==> config.mk <==
export PLATFORM = sky130hd
export DESIGN_NAME = uart_line_rx
export DESIGN_NICKNAME = d
export VERILOG_FILES = /design/src/rtl/uart_line_pkg.sv /design/src/rtl/uart_line_echo.sv /design/src/rtl/uart_line_rx.sv
export SDC_FILE = /design/constraint.sdc
export NUM_CORES = 1
export LEC_CHECK = 0
export CORE_ASPECT_RATIO = 1.4
export CORE_UTILIZATION = 53
export CTS_CLUSTER_DIAMETER = 30
export CTS_CLUSTER_SIZE = 12
export DETAILED_ROUTE_END_ITERATION = 10
export PLACE_DENSITY = 0.86
export SLEW_MARGIN = 20
export SYNTH_ARGS = -nofsm -noshare
export SYNTH_HDL_FRONTEND = slang
export SYNTH_HIERARCHICAL = 1
export SYNTH_SLANG_ARGS = --single-unit
export TNS_END_PERCENT = 1
==> constraint.sdc <==
create_clock -name clk_48mhz -period 3.2 [get_ports clk_48mhz]
set_input_delay 0.48 -clock clk_48mhz [delete_from_list [all_inputs] [get_ports clk_48mhz]]
set_output_delay 0.48 -clock clk_48mhz [all_outputs]
set_load 0.05 [all_outputs]
==> src/rtl/uart_line_pkg.sv <==
// Shared constants for the UART line assembler: ASCII control bytes and FSM state encoding.
package uart_line_pkg;

    localparam logic [7:0] ASCII_BS  = 8'h08;
    localparam logic [7:0] ASCII_LF  = 8'h0A;
    localparam logic [7:0] ASCII_CR  = 8'h0D;
    localparam logic [7:0] ASCII_DEL = 8'h7F;

    typedef enum logic {
        ST_COLLECT = 1'b0,
        ST_EMIT    = 1'b1
    } line_state_e;

endpackage

==> src/rtl/uart_line_echo.sv <==
// One-entry echo register: a byte loaded on acceptance is presented on the next cycle.
// Holds until echo_ready_i; the parent only loads when the slot is free or draining.
module uart_line_echo (
    input  logic       clk_i,
    input  logic       rst_ni,
    input  logic       load_i,
    input  logic [7:0] dat_i,
    output logic [7:0] echo_data_o,
    output logic       echo_valid_o,
    input  logic       echo_ready_i
);

    logic [7:0] dat_q;
    logic       vld_q;

    always_ff @(posedge clk_i or negedge rst_ni) begin
        if (!rst_ni) begin
            dat_q <= '0;
            vld_q <= 1'b0;
        end else if (load_i) begin
            dat_q <= dat_i;
            vld_q <= 1'b1;
        end else if (echo_ready_i) begin
            vld_q <= 1'b0;
        end
    end

    assign echo_data_o  = dat_q;
    assign echo_valid_o = vld_q;

endmodule

==> src/rtl/uart_line_rx.sv <==
// Line assembler: collects bytes into a buffer and presents whole lines on CR/LF via valid/ready.
// Optional echo of every accepted byte when UART_LINE_ECHO_EN is defined.
module uart_line_rx
    import uart_line_pkg::*;
#(
    parameter int MAX_LEN = 32
) (
    input  logic                         clk_48mhz,
    input  logic                         reset_n,
    input  logic [7:0]                   in_data,
    input  logic                         in_valid,
    output logic                         in_ready,
    output logic [8*MAX_LEN-1:0]         line_data,
    output logic [$clog2(MAX_LEN+1)-1:0] line_len,
    output logic                         line_ovf,
    output logic                         line_valid,
    input  logic                         line_ready
`ifdef UART_LINE_ECHO_EN
    ,
    output logic [7:0]                   echo_data,
    output logic                         echo_valid,
    input  logic                         echo_ready
`endif
);

    localparam int LW = $clog2(MAX_LEN + 1);
    localparam int IW = $clog2(MAX_LEN);
    localparam logic [LW-1:0] MAX_CNT = LW'(MAX_LEN);

    line_state_e                state_q;
    logic [MAX_LEN-1:0][7:0]    buf_q;
    logic [LW-1:0]              cnt_q;
    logic                       ovf_q;
    logic                       vld_q;

    logic          in_acc;
    logic          is_term;
    logic          is_bs;
    logic [IW-1:0] wr_idx;
    logic [IW-1:0] rm_idx;

`ifdef UART_LINE_ECHO_EN
    assign in_ready = reset_n && (state_q == ST_COLLECT) && (!echo_valid || echo_ready);

    uart_line_echo u_echo (
        .clk_i        (clk_48mhz),
        .rst_ni       (reset_n),
        .load_i       (in_acc),
        .dat_i        (in_data),
        .echo_data_o  (echo_data),
        .echo_valid_o (echo_valid),
        .echo_ready_i (echo_ready)
    );
`else
    assign in_ready = reset_n && (state_q == ST_COLLECT);
`endif

    assign in_acc  = in_valid && in_ready;
    assign is_term = (in_data == ASCII_CR) || (in_data == ASCII_LF);
    assign is_bs   = (in_data == ASCII_BS) || (in_data == ASCII_DEL);
    // Low bits of the count address the slot; at MAX_LEN the store is blocked so wrap is harmless.
    assign wr_idx  = cnt_q[IW-1:0];
    assign rm_idx  = wr_idx - IW'(1);

    always_ff @(posedge clk_48mhz or negedge reset_n) begin
        if (!reset_n) begin
            state_q <= ST_COLLECT;
            buf_q   <= '0;
            cnt_q   <= '0;
            ovf_q   <= 1'b0;
            vld_q   <= 1'b0;
        end else begin
            case (state_q)
                ST_COLLECT: begin
                    if (in_acc) begin
                        if (is_term) begin
                            if (cnt_q != '0) begin
                                state_q <= ST_EMIT;
                                vld_q   <= 1'b1;
                            end
                        end else if (is_bs) begin
                            if (cnt_q != '0) begin
                                cnt_q         <= cnt_q - LW'(1);
                                buf_q[rm_idx] <= '0;
                            end
                        end else if (cnt_q != MAX_CNT) begin
                            buf_q[wr_idx] <= in_data;
                            cnt_q         <= cnt_q + LW'(1);
                        end else begin
                            ovf_q <= 1'b1;
                        end
                    end
                end
                ST_EMIT: begin
                    if (line_ready) begin
                        state_q <= ST_COLLECT;
                        buf_q   <= '0;
                        cnt_q   <= '0;
                        ovf_q   <= 1'b0;
                        vld_q   <= 1'b0;
                    end
                end
            endcase
        end
    end

    assign line_data  = buf_q;
    assign line_len   = cnt_q;
    assign line_ovf   = ovf_q;
    assign line_valid = vld_q;

endmodule

==> results.sh, run 1 <==
export IMPL_run_status="finished clean"
export IMPL_route_antenna_remaining_nets=0
export IMPL_die_width_um=122
export IMPL_synthesis_nets=793
export IMPL_synth_top_area_share_pct=62.0
export IMPL_timing_clock_skew_ps=14.3
export IMPL_clock_latency_ps=510
export IMPL_layout_area_seq_um2=6640
export IMPL_syn_avg_cell_area_um2=13.8
export IMPL_start_kind="input pin"
export IMPL_htree_levels=2
export IMPL_floorplan_die_area_um2=20800
export IMPL_fillers=1160
export IMPL_die_height_um=170
export IMPL_remaining_drc_errors=0
export IMPL_fmax_mhz=364
export IMPL_reg2reg_slack_ps=630
export IMPL_timing_final_hold_violations=0
export IMPL_netlist_top_cells_count="sky130_fd_sc_hd__dfrtp_1, sky130_fd_sc_hd__a22o_1, sky130_fd_sc_hd__nor2_1"
export IMPL_power_leakage_uw=0.00690
export IMPL_synth_edf_count=0
export IMPL_finished_cell_area_um2=15200
export IMPL_ys_warnings_count=6
export IMPL_finalSetupViolations=0
export IMPL_layout_core_utilization_pct=76.7
export IMPL_grt_antenna_before_repair=0
export IMPL_finalWeightedCongestion=0.939
export IMPL_timing_critical_path_fanout_max=9
export IMPL_relSlewSlack_pct=41.3
export IMPL_vdd_ir_drop_max_v=0.000893
export IMPL_first_pass_grt_wire_length_mm=52.2
export IMPL_postSynth_topFlopCell="sky130_fd_sc_hd__dfrtp_1"
export IMPL_critPathCaptureType="register"
export IMPL_synth_area_leaders="sky130_fd_sc_hd__dfrtp_1, sky130_fd_sc_hd__a22o_1, sky130_fd_sc_hd__mux2_2"
export IMPL_hold_path_class="input pin to asynchronous set/reset pin"
export IMPL_port_buffers=276
export IMPL_start_util_pct=53.9
export IMPL_final_layout_size_suffix_gt1_share_pct=16.5
export IMPL_num_rows=61
export IMPL_mappedNetlistArea_um2=10700
export IMPL_layout_area_overhead_vs_synth_pct=42.3
export IMPL_final_critical_path_required_period_ps=2750
export IMPL_setup_repair_after_global_routing_missed_its_margin="false"
export IMPL_via_count=8685
export IMPL_first_iter_violations=789
export IMPL_clk_pin_slew_worst_paths_ps=60
export IMPL_post_dp_hpwl_mm=21.8
export IMPL_via_per_inst=6.37
export IMPL_cts_sink_count=265
export IMPL_clock_root_buffer="sky130_fd_sc_hd__clkbuf_16"
export IMPL_timing_max_transition_violations_final=0
export IMPL_synth_area_leader_cell="sky130_fd_sc_hd__dfrtp_1"
export IMPL_total_placed_instance_area_um2=13900
export IMPL_drt_pass1_iterations=5
export IMPL_critPathRequiredTime_ps=3580
export IMPL_finalNetCount=1103
export IMPL_drt_wl_total_mm=33.9
export IMPL_remaining_global_route_overflow=0
export IMPL_synth_yosys_seq_area_share_pct=62.0
export IMPL_finalSetupTns_ps=0
export IMPL_globalRouteTotalUtil_pct=33.3
export IMPL_post_cts_repair_timing_setup_buffer_count=0
export IMPL_worst_pin_slew_ps=880
export IMPL_coreArea_um2=19800
export IMPL_cts_resized=0
export IMPL_post_synth_inst_count=776
export IMPL_maxCapViolCount=0
export IMPL_top_level_ports=277
export IMPL_tritoncts_num_buffers=38
export IMPL_yosys_register_bits=265
export IMPL_share_of_flip_flops_with_an_asynchronous_set_or_reset_pct=100
export IMPL_finalHoldWorstSlack_ps=63.6
export IMPL_first_global_vias=8674
export IMPL_cts_tree="built"
export IMPL_power_density_nw_per_um2=1220
export IMPL_finalCritPeriodShare_pct=85.8
export IMPL_cp_data_arrival_time_ps=3120
export IMPL_cts_hold_buffers=0
export IMPL_synth_distinct_cells=49
export IMPL_multiInputGateArea_um2=3780
export IMPL_cts_max_path_buffers=3
export IMPL_antenna_diode_count=0
export IMPL_setup_worst_path_class="input pin to register"
export IMPL_wirelength_per_cell_um=24.8
export IMPL_synth_most_common_cell="sky130_fd_sc_hd__dfrtp_1"
export IMPL_post_layout_power_uw=18600
export IMPL_grt_max_degree=154
state kept, by name (all words and copies together) (netlist names):
| name | cells |
|---|---|
| line_len | 6 |
| line_valid | 1 |
| state_q | 1 |
| line_ovf | 1 |
| line_data | 256 |
kinds of logic after synthesis:
group | share of synthesized area (%)
XOR/XNOR | 0.164
AO/OA/AOI/OAI | 26.2
AND/OR/NAND/NOR | 4.83
multiplexers | 3.30
flip-flops | 62.0
adder cells (fa/ha/maj) | 0.655
buffers and inverters | 2.83
cell type report:
class | instances | share of cell area, %
Multi-Input combinational cell | 453 | 24.8
Timing Repair Buffer | 321 | 20.6
Clock inverter | 21 | 1.66
Tap cell | 252 | 2.07
Inverter | 7 | 0.173
Clock buffer | 45 | 7.04
Sequential cell | 265 | 43.6
power by group:
group / switching [uW] / leakage (uW) / internal [uW]
Sequential: 907 / 0.00356 / 4520
Combinational: 5890 / 0.00269 / 3000
Clock: 1580 / 0.000647 / 2740
Total: 8380 / 0.00690 / 10300
metrics by stage:
stage | cells | setup WS, ps
after floorplan | 776 | 406
after detailed placement | 1298 | 2.01
final | 1364 | 454
after global routing | 1364 | 283
after CTS | 1364 | 504
after global placement | 1298 | 97.6
worst paths after layout:
kind                                   startpoint                          to  depth (start not counted)
setup / recovery                       in_data[1]     line_len[5]$_DFFE_PN0P_                         11
hold / removal                            reset_n    line_data[9]$_DFFE_PN0P_                          2
setup reg to reg                state_q$_DFF_PN0_  line_data[108]$_DFFE_PN0P_                          7
hold reg to reg            line_valid$_DFFE_PN0P_      line_valid$_DFFE_PN0P_                          2
max in group asynchronous                 reset_n           state_q$_DFF_PN0_                          3
min in group clk_48mhz     line_valid$_DFFE_PN0P_      line_valid$_DFFE_PN0P_                          2
worst max-delay path, cell delays in order:
cell,delay [ps]
sky130_fd_sc_hd__clkdlybuf4s50_1,530
sky130_fd_sc_hd__or3_1,440
sky130_fd_sc_hd__o22ai_4,130
sky130_fd_sc_hd__and2_4,220
sky130_fd_sc_hd__ha_1,250
sky130_fd_sc_hd__a211oi_1,290
sky130_fd_sc_hd__o21bai_1,110
sky130_fd_sc_hd__a21oi_1,280
sky130_fd_sc_hd__nand2_1,90
sky130_fd_sc_hd__a41oi_1,190
sky130_fd_sc_hd__o21ai_0,100
routing by layer:
metal,up-vias,track usage (%),wire length (um),part of all wire (%)
li1,3624,-,-,-
met5,-,0,0,0
met3,100,5.53,2620,7.7
met2,526,53.6,16800,50
met4,0,17.9,1810,5.3
met1,4435,43.0,12600,37
cells in the final DEF (no fill, tap or decap), types with 5 or more instances in the layout:
master	count
sky130_fd_sc_hd__nand2_1	12
sky130_fd_sc_hd__inv_1	5
sky130_fd_sc_hd__a21oi_1	6
sky130_fd_sc_hd__buf_4	43
sky130_fd_sc_hd__nand3_1	10
sky130_fd_sc_hd__clkdlybuf4s50_1	274
sky130_fd_sc_hd__a22o_1	257
sky130_fd_sc_hd__o21ai_0	7
sky130_fd_sc_hd__clkbuf_16	41
sky130_fd_sc_hd__and3_2	8
sky130_fd_sc_hd__inv_6	7
sky130_fd_sc_hd__o21ai_1	7
sky130_fd_sc_hd__o21ai_4	17
sky130_fd_sc_hd__mux2_2	28
sky130_fd_sc_hd__nor2_1	42
sky130_fd_sc_hd__dfrtp_1	264
sky130_fd_sc_hd__o21ai_2	7
No activity file was read; power rests on OpenSTA's default activity.
==> run 2, diff against run 1 <==
- CTS_CLUSTER_DIAMETER: 30 -> 60
- SYNTH_HIERARCHICAL: 1 -> default
==> results.sh, run 2 <==
export IMPL_worstPathBufferInverterCount=1
export IMPL_cp_data_arrival_time_ps=3090
export IMPL_critPathCaptureType="register"
export IMPL_route_antenna_remaining_nets=0
export IMPL_wirelength_per_cell_um=24.6
export IMPL_mappedNetlistArea_um2=10700
export IMPL_relSlewSlack_pct=41.4
export IMPL_power_share_clock_pct=15.8
export IMPL_cts_hold_buffers=0
export IMPL_via_per_inst=6.38
export IMPL_clock_root_buffer="sky130_fd_sc_hd__clkbuf_16"
export IMPL_finalCritPeriodShare_pct=84.1
export IMPL_num_rows=61
export IMPL_maxCapViolCount=0
export IMPL_postSynth_topFlopCell="sky130_fd_sc_hd__dfrtp_1"
export IMPL_post_cts_repair_timing_setup_buffer_count=0
export IMPL_net_switching_power_uw=7970
export IMPL_sw_frac_of_total_pct=47.1
export IMPL_regToRegEndpoint="line_data[223]$_DFFE_PN0P_"
export IMPL_timing_clock_skew_ps=24.9
export IMPL_ys_warnings_count=0
export IMPL_vdd_ir_drop_max_v=0.000751
export IMPL_final_layout_size_suffix_gt1_share_pct=13.7
export IMPL_critPathRequiredTime_ps=3600
export IMPL_cpLargestDelayFamily="compound AO/OA/AOI/OAI gates"
export IMPL_post_synth_inst_count=776
export IMPL_reg2reg_slack_ps=650
export IMPL_critical_path_max_stage_delay_ps=510
export IMPL_final_critical_path_required_period_ps=2690
export IMPL_fillers=1278
export IMPL_internal_power_uw=8960
export IMPL_yosys_register_bits=265
export IMPL_start_util_pct=53.9
export IMPL_via_count=8468
export IMPL_cts_resized=0
export IMPL_layout_area_overhead_vs_synth_pct=36.3
export IMPL_synth_yosys_seq_area_share_pct=62.0
export IMPL_combPwrFrac_pct=52.3
export IMPL_timing_critical_path_fanout_max=9
export IMPL_hold_path_class="input pin to asynchronous set/reset pin"
export IMPL_worst_pin_slew_ps=880
export IMPL_top_level_ports=277
export IMPL_port_buffers=276
export IMPL_first_pass_grt_wire_length_mm=50.2
export IMPL_finalSetupViolations=0
export IMPL_coreArea_um2=19800
export IMPL_final_cells=1328
export IMPL_synth_area_leaders="sky130_fd_sc_hd__dfrtp_1, sky130_fd_sc_hd__a22o_1, sky130_fd_sc_hd__mux2_2"
export IMPL_run_status="finished clean"
export IMPL_numPlacedInstances=1298
export IMPL_setup_repair_after_global_routing_missed_its_margin="false"
export IMPL_timing_max_transition_violations_final=0
export IMPL_netlist_top_cells_count="sky130_fd_sc_hd__dfrtp_1, sky130_fd_sc_hd__a22o_1, sky130_fd_sc_hd__nor2_1"
export IMPL_drt_pass1_iterations=5
export IMPL_r2r_start="state_q$_DFF_PN0_"
export IMPL_cts_sink_count=265
export IMPL_die_height_um=170
export IMPL_post_dp_hpwl_mm=21.8
export IMPL_share_of_flip_flops_with_an_asynchronous_set_or_reset_pct=100
export IMPL_path_cells="clkdlybuf4s50_1 > or3_1 > o22ai_4 > and2_4 > ha_1 > a211oi_1 > o21bai_1 > a21oi_1 > nand2_1 > a41oi_1 > o21ai_0"
export IMPL_synth_top_area_share_pct=62.0
export IMPL_most_used_cells_in_the_layout_excluding_fill_and_tap_cells="sky130_fd_sc_hd__clkdlybuf4s50_1, sky130_fd_sc_hd__dfrtp_1, sky130_fd_sc_hd__a22o_1, sky130_fd_sc_hd__buf_4, sky130_fd_sc_hd__nor2_1"
export IMPL_first_global_vias=8400
export IMPL_finalSetupTns_ps=0
export IMPL_timing_final_hold_violations=0
export IMPL_htree_levels=1
export IMPL_remaining_global_route_overflow=0
export IMPL_share_seq_of_total_power_pct=31.9
export IMPL_tritoncts_num_buffers=26
export IMPL_synth_distinct_cells=49
export IMPL_synthesis_nets=793
export IMPL_fmax_mhz=371
export IMPL_syn_avg_cell_area_um2=13.8
export IMPL_clk_pin_slew_worst_paths_ps=60
export IMPL_cts_max_path_buffers=3
export IMPL_grt_max_degree=154
export IMPL_first_iter_violations=664
export IMPL_finalWeightedCongestion=0.939
export IMPL_cts_tree="built"
export IMPL_rr_worst_depth=7
export IMPL_die_width_um=122
export IMPL_grt_antenna_before_repair=0
export IMPL_finalNetCount=1091
export IMPL_start_kind="input pin"
export IMPL_max_reg_flops=256
export IMPL_synth_area_leader_cell="sky130_fd_sc_hd__dfrtp_1"
export IMPL_mostFrequentLayoutCell="sky130_fd_sc_hd__clkdlybuf4s50_1"
export IMPL_synth_most_common_cell="sky130_fd_sc_hd__dfrtp_1"
export IMPL_power_density_nw_per_um2=1160
export IMPL_post_layout_power_uw=16900
export IMPL_floorplan_die_area_um2=20800
export IMPL_drt_wl_total_mm=32.7
export IMPL_remaining_drc_errors=0
export IMPL_power_leakage_uw=0.00659
export IMPL_globalRouteTotalUtil_pct=31.7
export IMPL_antenna_diode_count=0
export IMPL_cp_slowest_cell="sky130_fd_sc_hd__clkdlybuf4s50_1"
export IMPL_clock_latency_ps=540
export IMPL_setup_worst_path_class="input pin to register"
export IMPL_synth_edf_count=0
## run 2: changes by cell type in the layout (fill, tap and decap cells not counted), sizes merged
cell / delta
clkbuf: -17
clkinv: -5
inv: -7
bufinv: -4
clkinvlp: -3
## run 2: worst max path at each step
stage | startpoint | to | slack [ps] | cells past startpoint
2_1_floorplan | in_data[4] | line_len[5]$_DFFE_PN0P_ | 410 | 12
3_3_place_gp | in_data[1] | line_len[5]$_DFFE_PN0P_ | 100 | 11
3_5_place_dp | in_data[1] | line_len[5]$_DFFE_PN0P_ | 2 | 11
4_1_cts | in_data[1] | line_len[5]$_DFFE_PN0P_ | 540 | 11
5_1_grt | in_data[1] | line_len[5]$_DFFE_PN0P_ | 330 | 11
6_report | in_data[1] | line_len[5]$_DFFE_PN0P_ | 510 | 11
## run 2: stage by stage
step	utilization [%]	setup slack (ps)	instance area, um^2	hold WS [ps]
finish	73.5	508	14600	34.5
global route	73.5	327	14600	77.1
CTS	73.5	542	14600	46.7
detailed placement	70.0	2.01	13900	471
global placement	70.0	97.6	13900	462
floorplan	-	406	10700	184
## run 2: cells by family (layout without fill, tap and decap cells)
family          count (synthesis)  count (layout)  share of synthesized area, %
simple gates                  102             102                          4.83
compound gates                313             313                          26.2
fa+ha+maj                       5               5                         0.655
xor+xnor                        2               2                         0.164
buf+inv                        58             358                          2.83
mux                            31              31                          3.30
flops                         265             265                          62.0
## run 2: layout make-up
type / count / area (um^2) / share of cell area, %
Multi-Input combinational cell: 453 / 3780 / 25.9
Sequential cell: 265 / 6640 / 45.5
Inverter: 7 / 26.3 / 0.180
Timing Repair Buffer: 321 / 3140 / 21.5
Tap cell: 252 / 315 / 2.16
Clock buffer: 28 / 658 / 4.51
Clock inverter: 2 / 27.5 / 0.189
## run 2: worst reg2reg max path: stages, from the launching register on
cell	delay [ps]
sky130_fd_sc_hd__dfrtp_4	590
sky130_fd_sc_hd__nor2b_1	350
sky130_fd_sc_hd__and2_1	270
sky130_fd_sc_hd__a22o_1	170
sky130_fd_sc_hd__and3_4	440
sky130_fd_sc_hd__buf_4	250
sky130_fd_sc_hd__o21ai_4	110
sky130_fd_sc_hd__a22o_1	270
## run 2: power by group through the flow
stage	registers (uW)	clock network, uW	logic (uW)
CTS	5380	2690	8890
floorplan	9270	0	1720
global route	5510	2820	9160
finish	5400	2670	8860
global placement	5390	0	8700
detailed placement	5380	0	8860
## run 2: routing by layer
layer  global-route usage (%)  wire, um  vias to the layer above
met1                     41.9     12700                     4350
met5                        0         0                        -
li1                         -         -                     3576
met2                     51.7     16200                      467
met4                     14.8      1490                        0
met3                     4.39      2230                       75
==> run 3, diff against run 2 <==
- CORE_UTILIZATION: 53 -> 49
- PLACE_DENSITY: 0.86 -> 0.8
- clock period: 3.2 -> 2.56 ns (I/O delays scaled with it)
==> results.sh, run 3 (same netlist as run 2, synthesis figures left out) <==
export IMPL_run_status="finished, violations left"
export IMPL_violations_in_the_final_reports="negative hold slack"
export IMPL_critPathRequiredTime_ps=2980
export IMPL_clock_latency_ps=530
export IMPL_layout_area_overhead_vs_synth_pct=40.5
export IMPL_num_rows=63
export IMPL_top_level_ports=277
export IMPL_via_count=8456
export IMPL_mostFrequentLayoutCell="sky130_fd_sc_hd__clkdlybuf4s50_1"
export IMPL_power_leakage_uw=0.00682
export IMPL_timing_clock_skew_ps=26.1
export IMPL_maxCapViolCount=0
export IMPL_final_critical_path_required_period_ps=2460
export IMPL_grt_max_degree=154
export IMPL_antenna_diode_count=0
export IMPL_cts_sink_count=265
export IMPL_setup_repair_after_global_routing_missed_its_margin="false"
export IMPL_die_width_um=127
export IMPL_fmax_mhz=407
export IMPL_post_layout_power_uw=21300
export IMPL_final_layout_size_suffix_gt1_share_pct=17.1
export IMPL_final_cells=1374
export IMPL_finalWeightedCongestion=0.902
export IMPL_layout_core_utilization_pct=70.6
export IMPL_clock_root_buffer="sky130_fd_sc_hd__clkbuf_16"
export IMPL_numPlacedInstances=1344
export IMPL_drt_pass1_iterations=6
export IMPL_htree_levels=1
export IMPL_power_density_nw_per_um2=1420
export IMPL_timing_critical_path_fanout_max=10
export IMPL_most_used_cells_in_the_layout_excluding_fill_and_tap_cells="sky130_fd_sc_hd__clkdlybuf4s50_1, sky130_fd_sc_hd__dfrtp_1, sky130_fd_sc_hd__a22o_1, sky130_fd_sc_hd__buf_4, sky130_fd_sc_hd__nor2_1"
export IMPL_timing_final_hold_violations=7
export IMPL_remaining_global_route_overflow=0
export IMPL_grt_antenna_before_repair=0
export IMPL_multiInputGateArea_um2=3800
export IMPL_finalSetupViolations=0
export IMPL_post_dp_hpwl_mm=22.3
export IMPL_route_antenna_remaining_nets=0
export IMPL_via_per_inst=6.15
export IMPL_drt_wl_total_mm=32.8
export IMPL_vdd_ir_drop_max_v=0.000875
export IMPL_clk_pin_slew_worst_paths_ps=60
export IMPL_first_global_vias=8520
export IMPL_finalNetCount=1129
export IMPL_globalRouteTotalUtil_pct=29.3
export IMPL_cp_data_arrival_time_ps=2880
export IMPL_worst_pin_slew_ps=872
export IMPL_cts_tree="built"
export IMPL_start_kind="register"
export IMPL_first_pass_grt_wire_length_mm=50.3
export IMPL_fillers=1488
export IMPL_tritoncts_num_buffers=26
export IMPL_first_iter_violations=619
export IMPL_remaining_drc_errors=0
export IMPL_critPathCaptureType="register"
export IMPL_coreArea_um2=21300
export IMPL_finalHoldWorstSlack_ps=-6.92
export IMPL_finalCritPeriodShare_pct=96.0
export IMPL_r2r_start="line_len[0]$_DFFE_PN0P_"
export IMPL_setup_worst_path_start="line_len[0]$_DFFE_PN0P_"
export IMPL_max_reg_flops=256
export IMPL_floorplan_die_area_um2=22400
export IMPL_hold_path_class="input pin to asynchronous set/reset pin"
export IMPL_setup_worst_path_class="register to register"
export IMPL_relSlewSlack_pct=41.9
export IMPL_layout_area_seq_um2=6640
export IMPL_port_buffers=276
export IMPL_finalSetupTns_ps=0
export IMPL_cts_hold_buffers=0
export IMPL_cts_max_path_buffers=3
export IMPL_start_util_pct=50.3
export IMPL_die_height_um=177
export IMPL_timing_max_transition_violations_final=0
export IMPL_wirelength_per_cell_um=23.9
[run 3: final timing paths]
kind	to	slack [ps]	depth (start not counted)
min in group clk_48mhz	line_data[158]$_DFFE_PN0P_	270	2
min reg2reg	line_valid$_DFFE_PN0P_	500	2
max in group asynchronous	line_data[50]$_DFFE_PN0P_	1310	3
min	line_data[153]$_DFFE_PN0P_	-7	2
max reg2reg	line_data[23]$_DFFE_PN0P_	100	6
max	line_data[23]$_DFFE_PN0P_	100	6
[run 3: repair_timing]
item                                    in CTS  in global routing
resized for setup                            0                  3
setup buffers                                0                  0
endpoints found under the hold margin        0                  0
endpoints found under the setup margin       0                  6
[run 3: metal layers]
layer  part of all wire, %  vias up  global-route usage (%)
met1                    39     4330                    37.6
met2                    50      387                    49.7
met4                   4.1        0                    12.7
li1                      -     3657                       -
met5                     0        -                       0
met3                   6.5       82                    4.20
[run 3: stage by stage]
| step | instance area [um^2] | setup WS, ps | hold WS [ps] |
|---|---|---|---|
| 2_1_floorplan | 10700 | -68.1 | 88.4 |
| 3_3_place_gp | 14300 | -320 | 460 |
| 3_5_place_dp | 14300 | -419 | 474 |
| 4_1_cts | 15000 | 116 | 20.9 |
| 5_1_grt | 15000 | 3.25 | 42.7 |
| 6_report | 15000 | 102 | -6.92 |
[run 3: report_power, final]
group          switching (uW)  internal [uW]  total (uW)
Clock                    1510           1810        3320
Combinational            7370           3900       11300
Sequential               1090           5650        6740
Total                    9970          11400       21300
[run 3: cell type report]
type	instances	area share [%]
inverter	7	0.175
tap	260	2.16
timing repair buffer	359	23.7
clock buffer	28	4.38
multi-input combinational	453	25.3
clock inverter	2	0.183
sequential	265	44.1
[run 3: critical path: stages, from the launching register on]
cell and delay (ps):
sky130_fd_sc_hd__dfrtp_1 510, sky130_fd_sc_hd__clkinv_1 190, sky130_fd_sc_hd__nand2_1 290, sky130_fd_sc_hd__nor2_1 680, sky130_fd_sc_hd__mux2_2 320, sky130_fd_sc_hd__o21ai_4 100
sky130_fd_sc_hd__a22o_1 250
==> patch, RTL diff (config.mk and constraints of run 3) <==
Build with the macro `UART_LINE_ECHO_EN` defined.
--- a/src/rtl/uart_line_rx.sv
+++ b/src/rtl/uart_line_rx.sv
@@ -2,2 +2,4 @@
 // Optional echo of every accepted byte when UART_LINE_ECHO_EN is defined.
+`define UART_LINE_ECHO_EN
+
 module uart_line_rx
Interface: changed (added echo_data, echo_ready and echo_valid); port bits go from 277 to 287. The function was not compared with the original's and may differ.
==> patch against run 3 <==
Wire length rose by 8.3%; final cell count rose by 25%; sequential cell count rose by 9; worst setup slack got worse by 29 ps; count of clock-buffer cells in the layout did not move; critical path type is now reg -> out; sequential share of layout area fell by 1.7 points; combinational power fell by 13%; synthesized area rose by 6.8%; register-to-register slack improved by 50 ps; critical path depth fell by 5; power fell by 8.1%; hold slack improved by 21 ps; design area rose by 7.5%.
==> patch: results (changes against run 3) <==
| Metric | Value |
|---|---|
| YS warnings | `0 (unchanged)` |
| GR Util All Layers | `0.301 (+0.00763)` |
| Initial antenna violation count | `0 (unchanged)` |
| Comb_multi_in | `500 (+10%)` |
| Layout cells sized above 1 | `0.160 (-0.0114)` |
| Antenna diodes | `0 (unchanged)` |
| Largest net degree at the start of global routing | `149 (-3.2%)` |
| Worst vdd ir | `0.000903 V (+3.1%)` |
| Nets | `1,430 (+27%)` |
| Outcome | `finished, final reports clean` |
| Stages on the worst setup path | `1 (-5)` |
| Setup crit start | `line_len[2]` |
| Commonest cells post-synth | `dfrtp_1, inv_1, o22ai_1` |
| Clock Pin Slew Worst Setup and Hold Paths | `60 ps (about the same)` |
| Post-Synth XOR/XNOR Area | `0.00307 (+0.00143)` |
| Post-detail-place hpwl | `24,400 um (+9.1%)` |
| Fill count | `1,583 (+6.4%)` |
| Worst-skew pair later-pin latency | `530 ps (about the same)` |
| Post-synthesis compound-gate area fraction | `0.183 (-0.0789)` |
| Worst-margin pin slew | `958 ps (+86.6 ps)` |
| Internal power | `10.5 mW (-7.2%)` |
| Reg area | `0.00686 mm2 (+3.3%)` |
| Non-Filler Instances | `1,713 (+25%)` |
| Area growth syn-to-layout | `41.5%` |
| Fin crit period | `2490 ps (+29.0 ps)` |
| Power density over the cells | `1210 mW/mm2 (-15%)` |
| CP top delay family | `buffers and inverters` |
| Num rows | `65 (+3.2%)` |
| Worst path slowest cell | `clkdlybuf4s50_1` |
| Unique cell type count in the Yosys netlist | `60 (+22%)` |
| Critical path peak fanout | `12 (+2)` |
| GP Congestion | `0.870 (-3.5%)` |
| Placed inst area | `0.0153 mm2 (+6.8%)` |
| Seq/Total Area, Yosys | `0.600 (-0.0195)` |
| Comb power | `9.79 mW (-13%)` |
| CP arrival | `2100 ps (-780 ps)` |
| Initial DRC Count | `672 (+8.6%)` |
| Non-CTS inverters | `227 (+220)` |
| Worst r2r dst | `line_data[210]` |
| Pre-CTS WS | `-772 ps (-353 ps)` |
| Clk tree area frac | `0.0427 (-0.00294)` |
| Post-Synthesis Cells | `1,060 (+37%)` |
| Pleak | `7.60 nW (+11%)` |
| Critical path destination | `line_len[2]` |
| Reg2Reg Setup Slack | `150 ps (+50 ps)` |
| Drt first pass iters | `5 (-1)` |
| Non-clock buffers | `383 (+6.7%)` |
| Main area contributors after synthesis | `dfrtp_1, o22ai_1, inv_1` |
| Reg2reg path depth | `5 (-1)` |
| Clock sinks | `274 (+3.4%)` |
| Post-Synth Adder-Cell Area | `0.00613 (-0.000415)` |
| Critical Path Max Stage Delay | `930 ps (+250 ps)` |
| Non-clock buffer share | `0.237 (+0.000253)` |
| First-pass GRT wire length | `54,700 um (+8.7%)` |
patch: changes by cell type after synthesis, moves of 11 or more:
cell	run 3	this run
o22ai_1	0	224
buf_2	3	35
buf_1	16	3
nand2_2	0	11
o21ai_4	17	0
a22o_1	257	16
inv_1	5	226
a21oi_1	6	20
nand2_1	12	48
nor2_1	42	7
patch: routing by layer:
layer	routed length, um	track usage	vias to the layer above
met5	0	0	-
met4	1940	0.159	0
met3	2020	0.0378	106
met2	17700	0.495	437
met1	13900	0.386	4869
li1	-	-	4376
patch: how the worst min path moves through the flow:
stage                    start       endpoint  slack [ps]  cells after the start
floorplan              reset_n   line_data[0]          90                      0
global placement    line_valid     line_valid         490                      2
detailed placement  line_valid     line_valid         480                      2
CTS                    reset_n  line_data[72]          60                      2
global route           reset_n  line_data[73]          80                      2
finish                 reset_n  line_data[72]          10                      2
patch: what timing repair did:
action	in CTS	in global routing
buffers inserted	0	3
resized for setup	18	10
setup endpoints to repair	182	211
pin swaps	5	7
